<file path="config.mk">
export PLATFORM = sky130hd
export DESIGN_NAME = alu_cmd_sequencer
export DESIGN_NICKNAME = d
export VERILOG_FILES = /design/src/rtl/alu_cmd_sequencer.sv
export SDC_FILE = /design/constraint.sdc
export NUM_CORES = 1
export LEC_CHECK = 0
export ABC_AREA = 1
export CORE_MARGIN = 4
export CORE_UTILIZATION = 46
export CTS_BUF_LIST = sky130_fd_sc_hd__clkbuf_4 sky130_fd_sc_hd__clkbuf_8
export CTS_CLUSTER_DIAMETER = 60
export DETAILED_ROUTE_END_ITERATION = 7
export GPL_ROUTABILITY_DRIVEN = 0
export PLACE_DENSITY = 0.86
export SLEW_MARGIN = 20
export SYNTH_ARGS = -nofsm -noshare
export SYNTH_HDL_FRONTEND = slang
export SYNTH_SLANG_ARGS = --single-unit
</file>
<file path="constraint.sdc">
create_clock -name clk -period 1.4 [get_ports clk]
set_clock_uncertainty 0.1 [all_clocks]
set_input_delay 0.14 -clock clk [delete_from_list [all_inputs] [get_ports clk]]
set_output_delay 0.14 -clock clk [all_outputs]
set_load 0.005 [all_outputs]
</file>
<file path="src/rtl/alu_cmd_sequencer.sv">
// Byte-stream command sequencer between a UART byte link and the ALU datapath.
// Define ALU_SEQ_CHECKSUM_EN to add XOR checksum bytes to frames and responses.
module alu_cmd_sequencer #(
    parameter int          N          = 16,
    parameter int          TIMEOUT    = 1000,
    parameter int          MAX_OPCODE = 6,
    parameter logic [7:0]  ERR_BYTE   = 8'hEE
) (
    input  logic         clk,
    input  logic         rst_n,
    input  logic [7:0]   rx_data,
    input  logic         rx_valid,
    output logic [7:0]   tx_data,
    output logic         tx_valid,
    input  logic         tx_ready,
    output logic [3:0]   alu_opcode,
    output logic [N-1:0] alu_a,
    output logic [N-1:0] alu_b,
    input  logic [N-1:0] alu_out,
    output logic         busy,
    output logic         frame_err
);

    localparam int NB = N / 8;
    localparam int BW = $clog2(NB + 1);
    localparam int TW = $clog2(TIMEOUT + 1);
`ifdef ALU_SEQ_CHECKSUM_EN
    localparam int RB = NB + 1;
`else
    localparam int RB = NB;
`endif

    localparam logic [2:0] S_IDLE   = 3'd0;
    localparam logic [2:0] S_GET_A  = 3'd1;
    localparam logic [2:0] S_GET_B  = 3'd2;
`ifdef ALU_SEQ_CHECKSUM_EN
    localparam logic [2:0] S_GET_CS = 3'd3;
`endif
    localparam logic [2:0] S_EXEC   = 3'd4;
    localparam logic [2:0] S_RESP   = 3'd5;

    logic [2:0]    state;
    logic [BW-1:0] bcnt;
    logic [BW-1:0] rem;
    logic [TW-1:0] idle;
    logic          bad_op;
    logic [N-1:0]  res;
    logic [N-1:0]  nxt;
    logic          last;
    logic          err;

`ifdef ALU_SEQ_CHECKSUM_EN
    logic [7:0]    csx;
    logic [7:0]    rcs;
    logic          cs_bad;

    function automatic logic [7:0] xor_bytes(input logic [N-1:0] v);
        logic [7:0] x;
        x = '0;
        for (int i = 0; i < NB; i++) x = x ^ v[i*8 +: 8];
        return x;
    endfunction

    assign err = bad_op | cs_bad;
`else
    assign err = bad_op;
`endif

    assign busy = (state != S_IDLE);
    assign last = (bcnt == BW'(NB - 1));
    assign nxt  = res << 8;

    always_ff @(posedge clk or negedge rst_n) begin
        if (!rst_n) begin
            state      <= S_IDLE;
            bcnt       <= '0;
            rem        <= '0;
            idle       <= '0;
            bad_op     <= 1'b0;
            res        <= '0;
            tx_data    <= '0;
            tx_valid   <= 1'b0;
            alu_opcode <= '0;
            alu_a      <= '0;
            alu_b      <= '0;
            frame_err  <= 1'b0;
`ifdef ALU_SEQ_CHECKSUM_EN
            csx        <= '0;
            rcs        <= '0;
            cs_bad     <= 1'b0;
`endif
        end else begin
            frame_err <= 1'b0;
            case (state)
                S_IDLE: begin
                    idle <= '0;
                    if (rx_valid) begin
                        alu_opcode <= rx_data[3:0];
                        bad_op     <= (rx_data > 8'(MAX_OPCODE));
                        bcnt       <= '0;
                        state      <= S_GET_A;
`ifdef ALU_SEQ_CHECKSUM_EN
                        csx        <= rx_data;
`endif
                    end
                end
                S_GET_A,
`ifdef ALU_SEQ_CHECKSUM_EN
                S_GET_CS,
`endif
                S_GET_B: begin
                    if (rx_valid) begin
                        idle <= '0;
                        bcnt <= bcnt + BW'(1);
`ifdef ALU_SEQ_CHECKSUM_EN
                        csx  <= csx ^ rx_data;
`endif
                        if (state == S_GET_A) begin
                            alu_a <= (alu_a << 8) | N'(rx_data);
                            if (last) begin
                                bcnt  <= '0;
                                state <= S_GET_B;
                            end
                        end else if (state == S_GET_B) begin
                            alu_b <= (alu_b << 8) | N'(rx_data);
                            if (last) begin
                                bcnt  <= '0;
`ifdef ALU_SEQ_CHECKSUM_EN
                                state <= S_GET_CS;
`else
                                state <= S_EXEC;
`endif
                            end
                        end
`ifdef ALU_SEQ_CHECKSUM_EN
                        else begin
                            cs_bad <= (csx != rx_data);
                            state  <= S_EXEC;
                        end
`endif
                    end else if (idle == TW'(TIMEOUT - 1)) begin
                        // A byte arriving in the expiry cycle takes the branch above.
                        idle      <= '0;
                        frame_err <= 1'b1;
                        state     <= S_IDLE;
                    end else begin
                        idle <= idle + TW'(1);
                    end
                end
                S_EXEC: begin
                    res       <= alu_out;
                    tx_valid  <= 1'b1;
                    tx_data   <= err ? ERR_BYTE : alu_out[N-1 -: 8];
                    rem       <= err ? '0 : BW'(RB - 1);
                    frame_err <= err | rx_valid;
                    state     <= S_RESP;
`ifdef ALU_SEQ_CHECKSUM_EN
                    rcs       <= xor_bytes(alu_out);
`endif
                end
                S_RESP: begin
                    frame_err <= rx_valid;
                    if (tx_valid && tx_ready) begin
                        if (rem == '0) begin
                            tx_valid <= 1'b0;
                            state    <= S_IDLE;
                        end else begin
                            rem     <= rem - BW'(1);
                            res     <= nxt;
`ifdef ALU_SEQ_CHECKSUM_EN
                            tx_data <= (rem == BW'(1)) ? rcs : nxt[N-1 -: 8];
`else
                            tx_data <= nxt[N-1 -: 8];
`endif
                        end
                    end
                end
                default: state <= S_IDLE;
            endcase
        end
    end

endmodule

</file>
==> out/qor.yml <==
initial_core_util: 0.485
slew_headroom: 0.758
critical_path_class: "reg2reg"
yosysWarnings: 0
crit_buf_inv: 3
cp_data_required_time_ps: 1530
stdcell_count: 579
clock_tree.root_cell: "clkbuf_8"
cts_buffer_depth: 2
io_pins: 75
drv_slew: 0
fin_crit_ps: 1580
synth-async-reset-ratio: 1.00
worstMarginPinSlew_ps: 363
critical_path.top_delay_family: "buffers and inverters"
fp.dieArea_sq_um: 8280
vias_per_cell: 5.35
max_stage_delay_ps: 430
place_ws_ps: -193
share_seq_of_total_power: 0.321
reg2reg_slack_ps: -180
fin_setup_tns_ps: -7220
clk_pin_slew_ps: 80
dr_total_vias: 3098
dr.pass1.iters: 4
endpoint_kind: "flip-flop"
violations: "negative setup slack"
path_cells: "buf_6 > nor2_4 > buf_6 > nand3_4 > clkbuf_16 > mux2_2"
grtUsageTotal: 0.230
layout-drive-gt1-share: 0.361
synth_ff_type: "dfrtp_1"
synth.net_count: 384
crit_cells: 6
overflow: 0
die_w_um: 91.0
setup_ws_ps: -182
rows: 29
wire_per_inst_um: 17.1
cap_violations: 0
netlist_instances: 354
r2r-end: "alu_b[11]$_DFFE_PN0P_"
clock_latency_ps: 340
max_freq_mhz: 632
avgSynthCellArea_sq_um: 8.95
critPathMostFrequentCell: "buf_6"
finalPower_mw: 10.6
grt_pass1_wl_mm: 15.3
ys_seq_area_frac: 0.569
rsz0062_at_grt: "true"
yosys_register_bits: 72
ys_types: 32
ant_nets: 0
antenna_found_initial: 0
critical_path_arrival_ps: 1710
grt_pass1_vias: 3373
crit_fanout: 8
reg2reg_depth: 6
chipHeight_um: 91.0
hold_path.class: "in2async"
cts_buffers: 9
finalWirelength_mm: 9.90
power.net_switching_mw: 3.99
syn_to_final_growth_pct: 64.2
fin_util: 0.796
crit_path_start_kind: "flip-flop"
p_comb_frac: 0.503
cts_tree: "done"
dp_hpwl_mm: 5.72
n_antenna_cell: 0
netSwitchingFraction: 0.377
nets: 527
setup_viol: 67
ir_worst_vdd_uv: 1120
power_density_nw_per_um2: 2040
clock_sinks: 72
drc: 0
p_int_mw: 6.60
final-hold-violation-count: 0
syn_area_sq_um: 3170
cp_slowest_cell: "dfrtp_2"
h-tree-depth: 3
r2r_start: "state[0]$_DFFE_PN0P_"
coreArea_sq_um: 6530
drtIter0Drc: 122
grt_max_degree: 67
placedCellCount: 535
status: "finished, violations left"
power.leakage_nw: 2.63
fin_crit_sh: 1.13
pwr-share-clk: 0.177
synth_enable_flop_cells: 0
portBuffers: 74
==> how the worst max path moves through the flow <==
stage          slack, ps                      to            startpoint
2_1_floorplan        -30  tx_data[1]$_DFFE_PN0P_  state[1]$_DFFE_PN0P_
3_3_place_gp        -140    state[0]$_DFFE_PN0P_              rx_valid
3_5_place_dp        -190    state[1]$_DFFE_PN0P_              rx_valid
4_1_cts             -120   alu_b[10]$_DFFE_PN0P_  state[0]$_DFFE_PN0P_
5_1_grt             -240  tx_data[5]$_DFFE_PN0P_  state[1]$_DFFE_PN0P_
6_report            -180   alu_b[11]$_DFFE_PN0P_  state[0]$_DFFE_PN0P_
==> cells by family (layout without fill, tap and decap cells) <==
group,after synthesis,after routing,share of synthesized area
mux,8,8,0.0284
compound gates,62,62,0.107
flops,72,72,0.569
simple gates,160,160,0.218
xor+xnor,2,2,0.00553
fa+ha+maj,2,2,0.00790
buf+inv,48,196,0.0644
==> layout by cell type (no fill, tap or decap), types with 2 or more instances in the layout <==
cell type / netlist / routed
dfrtp_1: 72 / 69
nor2_1: 18 / 9
nand3_2: 2 / 3
a21oi_2: 0 / 2
nand2_1: 105 / 74
o21ai_2: 0 / 10
nor2_4: 1 / 9
dlygate4sd2_1: 0 / 45
a21oi_1: 12 / 9
clkbuf_16: 0 / 2
o21ai_1: 17 / 16
inv_1: 34 / 28
nand2_4: 1 / 15
o211ai_1: 6 / 6
buf_6: 1 / 21
nand3_4: 1 / 5
clkinv_4: 0 / 2
inv_6: 0 / 3
buf_12: 0 / 4
nor3_2: 0 / 3
o21ai_0: 22 / 13
clkinvlp_4: 0 / 2
nand4_1: 3 / 3
dfrtp_2: 0 / 3
clkbuf_8: 0 / 10
clkdlybuf4s50_1: 0 / 26
buf_4: 2 / 39
bufinv_16: 0 / 2
nand3_1: 21 / 16
inv_2: 4 / 5
nor2_2: 1 / 2
nand2_2: 2 / 19
inv_4: 1 / 2
mux2_2: 8 / 8
==> power groups by stage <==
| stage | logic (mW) | clock network, mW | registers [mW] |
|---|---|---|---|
| final | 5.32 | 1.87 | 3.40 |
| after global routing | 5.80 | 1.98 | 3.49 |
| after CTS | 4.65 | 1.87 | 3.34 |
| after detailed placement | 4.06 | 0 | 3.45 |
| after global placement | 3.91 | 0 | 3.42 |
| after floorplan | 1.72 | 0 | 3.44 |
==> state kept, by name (all words and copies together), names as in the netlist <==
signal      cells
rem             2
idle           10
res             8
frame_err       1
tx_valid        1
alu_a          16
tx_data         8
state           3
bcnt            2
bad_op          1
alu_opcode      4
alu_b          16
==> routing by layer <==
| layer | GRT usage | wire [um] | up-vias | part of all wire |
|---|---|---|---|---|
| met5 | 0 | 0 | - | 0 |
| met4 | 0.108 | 331 | 0 | 0.033 |
| met3 | 0.0603 | 572 | 32 | 0.058 |
| met2 | 0.404 | 5220 | 117 | 0.53 |
| met1 | 0.261 | 3780 | 1515 | 0.38 |
| li1 | - | - | 1434 | - |
==> what timing repair did <==
item | in CTS | in global routing
hold endpoints to repair | 72 | 0
setup endpoints to repair | 114 | 74
pin swaps | 22 | 25
buffers inserted | 25 | 1
resized for setup | 104 | 83
hold buffers | 1 | 0
gates cloned | 0 | 2
==> cells in the mapped netlist (2+ instances only) <==
| cell | instances | area (sq um) |
|---|---|---|
| o21ai_0 | 22 | 110 |
| nor2_1 | 18 | 67.6 |
| dfrtp_1 | 72 | 1800 |
| inv_1 | 34 | 128 |
| nand3_1 | 21 | 105 |
| nor3_1 | 4 | 20.0 |
| nand3_2 | 2 | 20.0 |
| nand4_1 | 3 | 18.8 |
| o21ai_1 | 17 | 85.1 |
| buf_2 | 5 | 25.0 |
| buf_4 | 2 | 15.0 |
| xor2_1 | 2 | 17.5 |
| nand2_2 | 2 | 12.5 |
| inv_2 | 4 | 15.0 |
| a21oi_1 | 12 | 60.1 |
| mux2_2 | 8 | 90.1 |
| o211ai_1 | 6 | 45.0 |
| nand2_1 | 105 | 394 |
| ha_1 | 2 | 25.0 |
==> metrics by stage <==
stage | hold slack, ps | instance area [sq um]
3_5_place_dp | -108 | 4290
4_1_cts | 73.3 | 4870
5_1_grt | 85.1 | 5200
6_report | 67.1 | 5200
2_1_floorplan | -256 | 3190
3_3_place_gp | -112 | 4290
==> layout make-up <==
| cell class | instances | area, sq um |
|---|---|---|
| clock buffers | 10 | 138 |
| fillers | 399 | 1330 |
| well taps | 77 | 96.3 |
| flip-flops and latches | 72 | 1810 |
| inverters | 39 | 174 |
| clock inverters | 6 | 92.6 |
| multi-input cells | 234 | 1550 |
| repair buffers | 141 | 1350 |
Note: power is estimated with default switching activity, not from simulation.
